<file path="config.mk">
export PLATFORM = sky130hd
export DESIGN_NAME = rll_key_loader
export DESIGN_NICKNAME = d
export VERILOG_FILES = /design/src/rtl/rll_pkg.sv /design/src/rtl/rll_crc4.sv /design/src/rtl/rll_key_loader.sv
export SDC_FILE = /design/constraint.sdc
export NUM_CORES = 1
export LEC_CHECK = 0
export ABC_AREA = 1
export CAP_MARGIN = 40
export CORE_MARGIN = 2
export CORE_UTILIZATION = 55
export DETAILED_ROUTE_END_ITERATION = 10
export PLACE_DENSITY = 0.81
export SLEW_MARGIN = 20
export SYNTH_ARGS = -nofsm -noshare
export SYNTH_HDL_FRONTEND = slang
export SYNTH_HIERARCHICAL = 1
export SYNTH_SLANG_ARGS = --single-unit
</file>
<file path="constraint.sdc">
create_clock -name clk -period 1.67 [get_ports clk]
set_input_delay 0.334 -clock clk [delete_from_list [all_inputs] [get_ports clk]]
set_output_delay 0.334 -clock clk [all_outputs]
set_load 0.005 [all_outputs]
</file>
<file path="src/rtl/rll_pkg.sv">
// Shared definitions for the rll16 key-delivery front end: CRC-4 constants,
// the loader state encoding and the serial CRC-4 step used by RTL and benches.
package rll_pkg;

    localparam int             CRC_WIDTH = 4;
    localparam logic [3:0]     CRC4_POLY = 4'b0011;

    typedef enum logic [2:0] {
        ST_IDLE      = 3'd0,
        ST_SHIFT_KEY = 3'd1,
        ST_SHIFT_CRC = 3'd2,
        ST_CHECK     = 3'd3,
        ST_LOCKOUT   = 3'd4
    } loader_state_t;

    // One serial step of x^4+x+1: feedback is the incoming bit XOR the MSB.
    function automatic logic [CRC_WIDTH-1:0] crc4_step(
        input logic [CRC_WIDTH-1:0] crc,
        input logic                 b
    );
        logic fb;
        fb = b ^ crc[CRC_WIDTH-1];
        return {crc[CRC_WIDTH-2:0], 1'b0} ^ (fb ? CRC4_POLY : 4'b0000);
    endfunction

endpackage

</file>
<file path="src/rtl/rll_crc4.sv">
// Serial CRC-4 accumulator (x^4+x+1, init 0, no final XOR) with a
// synchronous clear and a per-bit enable.
module rll_crc4
    import rll_pkg::*;
(
    input  logic                 clk,
    input  logic                 rst,
    input  logic                 clr,
    input  logic                 en,
    input  logic                 din,
    output logic [CRC_WIDTH-1:0] crc
);

    logic [CRC_WIDTH-1:0] crc_r;

    // Accumulate one bit per enabled cycle; clear restarts a frame.
    always_ff @(posedge clk) begin
        if (rst) begin
            crc_r <= 4'b0000;
        end else if (clr) begin
            crc_r <= 4'b0000;
        end else if (en) begin
            crc_r <= crc4_step(crc_r, din);
        end else begin
            crc_r <= crc_r;
        end
    end

    assign crc = crc_r;

endmodule

</file>
<file path="src/rtl/rll_key_loader.sv">
// Serial key-frame receiver for the rll16 locked netlist: shifts in
// KEY_WIDTH key bits plus a 4-bit CRC, verifies it, and atomically commits
// the key. MAX_FAIL consecutive CRC failures force a terminal lockout.
module rll_key_loader
    import rll_pkg::*;
#(
    parameter int KEY_WIDTH = 16,
    parameter int MAX_FAIL  = 3
) (
    input  logic                 clk,
    input  logic                 rst,
    input  logic                 start,
    input  logic                 abort,
    input  logic                 s_bit,
    input  logic                 s_valid,
    output logic                 s_ready,
    output logic [KEY_WIDTH-1:0] key_out,
    output logic                 key_valid,
    output logic                 done,
    output logic                 err,
    output logic                 lockout,
    output logic                 busy
);

    localparam int CNT_W  = $clog2(KEY_WIDTH + 1);
    localparam int FAIL_W = $clog2(MAX_FAIL + 1);

    loader_state_t        state_r;
    loader_state_t        state_nxt_s;
    logic [KEY_WIDTH-1:0] shift_r;
    logic [CRC_WIDTH-1:0] rx_crc_r;
    logic [CNT_W-1:0]     bit_cnt_r;
    logic [FAIL_W-1:0]    fail_cnt_r;
    logic [FAIL_W-1:0]    fail_inc_s;
    logic [KEY_WIDTH-1:0] key_out_r;
    logic                 key_valid_r;
    logic                 done_r;
    logic                 err_r;
    logic                 lockout_r;
    logic                 s_ready_r;
    logic                 busy_r;
    logic                 xfer_s;
    logic                 last_key_s;
    logic                 last_crc_s;
    logic                 crc_clr_s;
    logic                 crc_en_s;
    logic                 crc_match_s;
    logic [CRC_WIDTH-1:0] crc_s;

    rll_crc4 u_crc (
        .clk (clk),
        .rst (rst),
        .clr (crc_clr_s),
        .en  (crc_en_s),
        .din (s_bit),
        .crc (crc_s)
    );

    // Handshake decode and next-state selection; abort beats a bit transfer.
    always_comb begin
        xfer_s      = s_ready_r && s_valid && !abort;
        last_key_s  = (bit_cnt_r == CNT_W'(KEY_WIDTH - 1));
        last_crc_s  = (bit_cnt_r == CNT_W'(CRC_WIDTH - 1));
        crc_clr_s   = (state_r == ST_IDLE) && start;
        crc_en_s    = xfer_s && (state_r == ST_SHIFT_KEY);
        crc_match_s = (crc_s == rx_crc_r);
        fail_inc_s  = fail_cnt_r + FAIL_W'(1);
        state_nxt_s = state_r;
        case (state_r)
            ST_IDLE: begin
                if (start) begin
                    state_nxt_s = ST_SHIFT_KEY;
                end else begin
                    state_nxt_s = ST_IDLE;
                end
            end
            ST_SHIFT_KEY: begin
                if (abort) begin
                    state_nxt_s = ST_IDLE;
                end else if (xfer_s && last_key_s) begin
                    state_nxt_s = ST_SHIFT_CRC;
                end else begin
                    state_nxt_s = ST_SHIFT_KEY;
                end
            end
            ST_SHIFT_CRC: begin
                if (abort) begin
                    state_nxt_s = ST_IDLE;
                end else if (xfer_s && last_crc_s) begin
                    state_nxt_s = ST_CHECK;
                end else begin
                    state_nxt_s = ST_SHIFT_CRC;
                end
            end
            ST_CHECK: begin
                if (!crc_match_s && (fail_inc_s == FAIL_W'(MAX_FAIL))) begin
                    state_nxt_s = ST_LOCKOUT;
                end else begin
                    state_nxt_s = ST_IDLE;
                end
            end
            ST_LOCKOUT: begin
                state_nxt_s = ST_LOCKOUT;
            end
            default: begin
                state_nxt_s = ST_IDLE;
            end
        endcase
    end

    // Loader FSM with frame datapath, fail counter and registered outputs.
    always_ff @(posedge clk) begin
        if (rst) begin
            state_r     <= ST_IDLE;
            shift_r     <= '0;
            rx_crc_r    <= 4'b0000;
            bit_cnt_r   <= '0;
            fail_cnt_r  <= '0;
            key_out_r   <= '0;
            key_valid_r <= 1'b0;
            done_r      <= 1'b0;
            err_r       <= 1'b0;
            lockout_r   <= 1'b0;
            s_ready_r   <= 1'b0;
            busy_r      <= 1'b0;
        end else begin
            state_r   <= state_nxt_s;
            s_ready_r <= (state_nxt_s == ST_SHIFT_KEY) || (state_nxt_s == ST_SHIFT_CRC);
            busy_r    <= (state_nxt_s != ST_IDLE) && (state_nxt_s != ST_LOCKOUT);
            done_r    <= 1'b0;
            err_r     <= 1'b0;
            case (state_r)
                ST_IDLE: begin
                    if (start) begin
                        bit_cnt_r <= '0;
                        shift_r   <= '0;
                        rx_crc_r  <= 4'b0000;
                    end else begin
                        bit_cnt_r <= bit_cnt_r;
                    end
                end
                ST_SHIFT_KEY: begin
                    if (xfer_s) begin
                        shift_r <= {shift_r[KEY_WIDTH-2:0], s_bit};
                        if (last_key_s) begin
                            bit_cnt_r <= '0;
                        end else begin
                            bit_cnt_r <= bit_cnt_r + CNT_W'(1);
                        end
                    end else begin
                        bit_cnt_r <= bit_cnt_r;
                    end
                end
                ST_SHIFT_CRC: begin
                    if (xfer_s) begin
                        rx_crc_r  <= {rx_crc_r[CRC_WIDTH-2:0], s_bit};
                        bit_cnt_r <= bit_cnt_r + CNT_W'(1);
                    end else begin
                        bit_cnt_r <= bit_cnt_r;
                    end
                end
                ST_CHECK: begin
                    if (crc_match_s) begin
                        key_out_r   <= shift_r;
                        key_valid_r <= 1'b1;
                        done_r      <= 1'b1;
                        fail_cnt_r  <= '0;
                    end else begin
                        err_r      <= 1'b1;
                        fail_cnt_r <= fail_inc_s;
                        if (fail_inc_s == FAIL_W'(MAX_FAIL)) begin
                            key_out_r   <= '0;
                            key_valid_r <= 1'b0;
                            lockout_r   <= 1'b1;
                        end else begin
                            key_valid_r <= key_valid_r;
                        end
                    end
                end
                ST_LOCKOUT: begin
                    lockout_r <= 1'b1;
                end
                default: begin
                    bit_cnt_r <= '0;
                end
            endcase
        end
    end

    assign s_ready   = s_ready_r;
    assign key_out   = key_out_r;
    assign key_valid = key_valid_r;
    assign done      = done_r;
    assign err       = err_r;
    assign lockout   = lockout_r;
    assign busy      = busy_r;

endmodule
</file>
Yosys cells after proc, flatten, opt, wreduce, memory -nomap -nowiden. Cells that the tools add are included.

ROM bits: 0. Output and inout bits: 22. Memories kept: 0. Register bits after elaboration: 56. Bits in writable memories: 0. Bits in latches: 0.

Div/mod/pow operators: 0. Shift operators: 0. Multipliers: 0. Muxes and demuxes: 29. $add $sub $neg: 2. Reductions and logical operators: 25. Equality and inequality tests: 16. Bitwise operators: 4. Order comparisons: 0.

Operators by type and width (number): 16-bit 2-to-1 mux (4); 16-bit one-hot mux with 2 select lines (1); 5-bit 2-to-1 mux (4); 5-bit one-hot mux with 4 select lines (1); 3-bit one-hot mux with 5 select lines (1); 2-bit 2-to-1 mux (5); 2-bit != test (second input constant) (5); 3-bit by 2-bit == test with 1-bit output (second input constant) (3); 3-bit AND reduction (3); 1-bit logical AND (8); 1-bit 2-to-1 mux (8); 4-bit 2-to-1 mux (2); 4-bit one-hot mux with 2 select lines (1); 2-bit nonzero test (4); 3-bit by 1-bit == test with 1-bit output (second input constant) (2); 2-bit OR reduction (3); 5-bit by 1-bit adder with 5-bit output (second input constant) (1); 5-bit by 2-bit == test with 1-bit output (second input constant) (1); 5-bit by 4-bit == test with 1-bit output (second input constant) (1); 4-bit == test (1); 4-bit AND reduction (1); 4-bit bitwise XOR (1); 3-bit == test (second input constant) (1); 3-bit zero test (1); 11 further kinds (13).

Longest topological paths before layout.
Depth after elaboration: 8. Gate-level depth with buffers: 9. Depth with buffers taken out: 9.

Modules after synthesis. Netlist, hierarchy kept.

By module, submodules not included: rll_key_loader (cells each 347, area an instance 2451.1 um^2, seq. area each 1041.0 um^2, instances 1); rll_crc4 (cells each 28, area an instance 190.2 um^2, seq. area each 80.1 um^2, instances 1).

Least setup slack after synthesis. Ideal clock, no wire load.

Path type: reg-to-reg. Start point: register bit_cnt_r[0]. End point: register busy_r, in the netlist busy. Cell stages (with the launch flop): 10. Data arrival time: 1.345 ns. Path buffers: 0. Required time: 1.541 ns. Slack: 0.196 ns. Path through: dfxtp_1 -> ha_1 -> nand2_1 -> nor2_1 -> ha_1 -> nand2_1 -> nand3_1 -> nand2_1 -> o21ai_0 -> o21ai_0.

Longest elaborated chain between the ends: 7.

Ends and longest elaborated chain: start, declared (RTL line rll_key_loader.sv:32) `logic [CNT_W-1:0] bit_cnt_r;`; start signal, assigned (RTL line rll_key_loader.sv:139) `bit_cnt_r <= bit_cnt_r;`; start signal, assigned (RTL line rll_key_loader.sv:148) `bit_cnt_r <= bit_cnt_r + CNT_W'(1);`; start signal, assigned (RTL line rll_key_loader.sv:151) `bit_cnt_r <= bit_cnt_r;`; 5-bit by 2-bit == test with 1-bit output / 5-bit by 4-bit == test with 1-bit output (equally long branches) (RTL line rll_key_loader.sv:63, rll_key_loader.sv:62); 1-bit logical AND, on equally long branches (RTL line rll_key_loader.sv:89, rll_key_loader.sv:80); 1-bit 2-to-1 mux / 2-bit 2-to-1 mux (equally long branches) (RTL line rll_key_loader.sv:89, rll_key_loader.sv:80); 2-bit 2-to-1 mux, on equally long branches (RTL line rll_key_loader.sv:87, rll_key_loader.sv:78); 3-bit one-hot mux with 5 select lines * (RTL line rll_key_loader.sv:69) `case (state_r)`; 3-bit != test / 3-bit nonzero test (equally long branches) (RTL line rll_key_loader.sv:129) `busy_r <= (state_nxt_s != ST_IDLE) && (state_nxt_s != ST_LOCKOUT);`; 1-bit logical AND * (RTL line rll_key_loader.sv:129); end signal, assigned (RTL line rll_key_loader.sv:129); end, declared (RTL line rll_key_loader.sv:41) `logic busy_r;`.

Every way passes the cells marked *; elsewhere a longest branch is shown, timed or not. A chain may end at the register's enable or synchronous reset.

Worst setup path in the final report. Ends and elaborated chain as after synthesis.

==> flow_summary.toml <==
[floorplan]
coreArea_mm2 = 0.00469
die_y_um = 73.3
io_pins = 28
die_w_um = 73.3
start_util_pct = 56.3
die-area_mm2 = 0.00537
num_rows = 25

[yosys]
synthMuxAreaShare_pct = 0
synth_compound_area_share_pct = 9.76
syn_inst = 375
yosys.area_share.adder_pct = 1.89
synthSimpleGateAreaFrac_pct = 37.1
ys_seq_elements = 56
syn_nets = 385
ys_warn_count = 6
yosysSeqAreaShare_pct = 42.4
synth_xor_xnor_area_share_pct = 0.332
synth_top_family_by_area = "simple AND/OR/NAND/NOR gates"
synthDistinctLibCells = 32
synth_area_per_cell_um2 = 7.04
synth.cell_area_mm2 = 0.00264

[grt]
grt.total_usage_pct = 21.5
grt_start_max_net_pins = 38
gr-total-overflow = 0
antenna_found_initial = 0
grt_pass1_vias = 2192
grt_pass1_wl_mm = 9.11

[place]
dpl_worst_slack_ps = -128
post-place-cells = 453
gp_congestion = 0.865
portBuffers = 27
dp_hpwl_mm = 3.69
dpl_cell_area_mm2 = 0.00300

[power_and_ir_drop]
vdd_drop_max_mv = 0.419
cellPowerDensity_mw_per_mm2 = 815
leakagePower_uw = 0.00135

[sta]
hold_slack_ps = 463
worst_slew_pin_slew_ps = 337
final_max_slew_viol_count = 0
period_share_pct = 92.9
min_period_ps = 1550
hold_viol = 0
max_freq_mhz = 644
grt_setup_unrepaired = "false"
setup_viol = 0
postLayoutSetupSlackWorst_ps = 118
skew_ps = 6.08
slew_headroom_pct = 77.5

[cts]
insertion_delay_ps = 310
cts.path.max_buffers = 2
clock-sinks = 56
clock-root-buffer = "clkbuf_8"
post_cts_resized = 2
ctsHtreeMaxLevel = 2
path_clk_slew_ps = 100
cts_hold_buf = 0
post_cts_buffers = 0
cts_tree = "built"
cts_buffers = 5

[detailed_routing]
postRouteAntennaNets = 0
drt_iter0_markers = 122
wl_per_cell_um = 11.2
drc = 0
drt_wl_total_mm = 5.17
via_count = 2338
vias_per_cell = 5.07
first_pass_iters = 4

[finish]
postLayoutCoreUtil_pct = 66.2
register_area_mm2 = 0.00112
layout.cells.non_filler = 461
area_delta_synth_final_pct = 17.6
final_cell_area_mm2 = 0.00311
n_fill_cell = 421
fin_nets = 416
antennaDiodeCount = 0
multi_input_area_mm2 = 0.00130
drive_above_1_share_pct = 13.0

[setup_path]
path_max_fanout = 5
critPathRequiredTime_ps = 1870
crit_arrival_ps = 1750
path_cells = "ha_1 -> nand2_1 -> nor2_2 -> ha_1 -> nand2_1 -> nand3_1 -> nand2_1 -> o21ai_1 -> o21ai_0"
critPathKind = "reg -> reg"
cpMaxStageDelayCell = "dfxtp_2"
crit_buf_inv = 0
crit_family = "simple AND/OR/NAND/NOR gates"
crit_top_cell = "nand2_1"
max_stage_delay_ps = 380
endpoint_kind = "register"
startpoint_type = "register"

[run_status]
status = "finished clean"

[flow_run]
drv_cap = 0

[min_path]
hold_path.class = "reg -> reg"
worst min-delay path, delay by kind of cell (launching register included):
kind             cells  cell delay, ps
AO/OA/AOI/OAI        1              50
flip-flops           1             340
AND/OR/NAND/NOR      1              50
placed cells by master, fill, tap and decap left out:
cell / n
o21ai_2: 10
nor2_8: 1
clkbuf_8: 6
xor2_1: 1
nand3_2: 3
nand4_1: 2
nor3_1: 1
o21ai_1: 5
ha_1: 4
nor2_2: 6
clkinv_2: 1
or2_4: 1
a211oi_1: 2
inv_6: 1
a21boi_1: 1
nand3_4: 1
a21oi_1: 8
o21ai_0: 10
o22ai_1: 1
nand3_1: 16
nor2_4: 2
inv_2: 3
nand2_2: 3
clkdlybuf4s50_1: 27
buf_12: 4
inv_1: 32
a21oi_2: 3
nand2_1: 136
buf_4: 5
nor2_1: 54
nor3_4: 1
dfxtp_2: 2
dfxtp_1: 54
report_power, final:
group / total (uW) / switching (uW) / leakage, uW / internal, uW
Sequential: 1430 / 44.4 / 0.000457 / 1390
Combinational: 314 / 191 / 0.000839 / 122
Clock: 782 / 442 / 0.0000516 / 340
final timing paths:
check,start,end,slack (ps),depth (start not counted)
worst max register to register,bit_cnt_r[0],busy,120,9
worst max-delay path,bit_cnt_r[0],busy,120,9
worst min register to register,lockout,lockout,460,2
worst min-delay path,lockout,lockout,460,2
stage by stage:
step	setup TNS, ps	total power (uW)
global placement	-1600	1760
detailed placement	-2410	1780
floorplan	0	1690
global route	0	2650
CTS	0	2560
finish	0	2530
synthesized netlist by cell type:
master / count / area share, %
buf_8: 1 / 0.57
or2_4: 1 / 0.33
nand3_4: 1 / 0.66
a21oi_1: 8 / 1.5
a21boi_1: 1 / 0.28
ha_1: 4 / 1.9
nand3_1: 16 / 3.0
buf_2: 2 / 0.38
nor2_4: 2 / 0.85
buf_4: 1 / 0.28
a211oi_1: 2 / 0.57
o22ai_1: 1 / 0.24
nor3_1: 1 / 0.19
clkbuf_1: 3 / 0.43
nor2_2: 5 / 1.2
nand2_1: 136 / 19
inv_2: 3 / 0.43
o21ai_1: 4 / 0.76
nand4_1: 2 / 0.47
buf_6: 4 / 1.7
nor2_1: 55 / 7.8
nor2_8: 1 / 0.76
nand2_2: 3 / 0.71
buf_1: 1 / 0.14
o21ai_0: 11 / 2.1
dfxtp_1: 56 / 42
nand3_2: 3 / 1.1
nor3_4: 1 / 0.62
xor2_1: 1 / 0.33
o21ai_2: 10 / 3.3
inv_1: 32 / 4.5
a21oi_2: 3 / 0.99
flip-flops by register name (all words and copies together) (netlist names):
signal	count
done	1
key_valid	1
err	1
u_crc/crc	4
rx_crc_r	4
lockout	1
fail_cnt_r	2
key_out	16
busy	1
shift_r	16
state_r	3
s_ready	1
bit_cnt_r	5
cell families after synthesis:
group | Yosys count
xor gates and xnor gates | 1
buffers and inverters | 47
and+or+nand+nor | 227
adders and majority gates | 4
AOI/OAI and AO/OA | 40
DFF | 56
cell type report:
type	count	area share, %
clock inverter	2	0.443
tap	54	2.18
sequential	56	36.2
timing repair buffer	36	12.5
inverter	35	4.23
clock buffer	6	2.66
multi-input combinational	272	41.8
metal layers:
metal	share of wire, %	GRT usage [%]
met3	3.0	4.25
met4	1.2	8.89
met2	49	35.8
met5	0	0
met1	47	27.2
(Power assumes the default switching activity.)
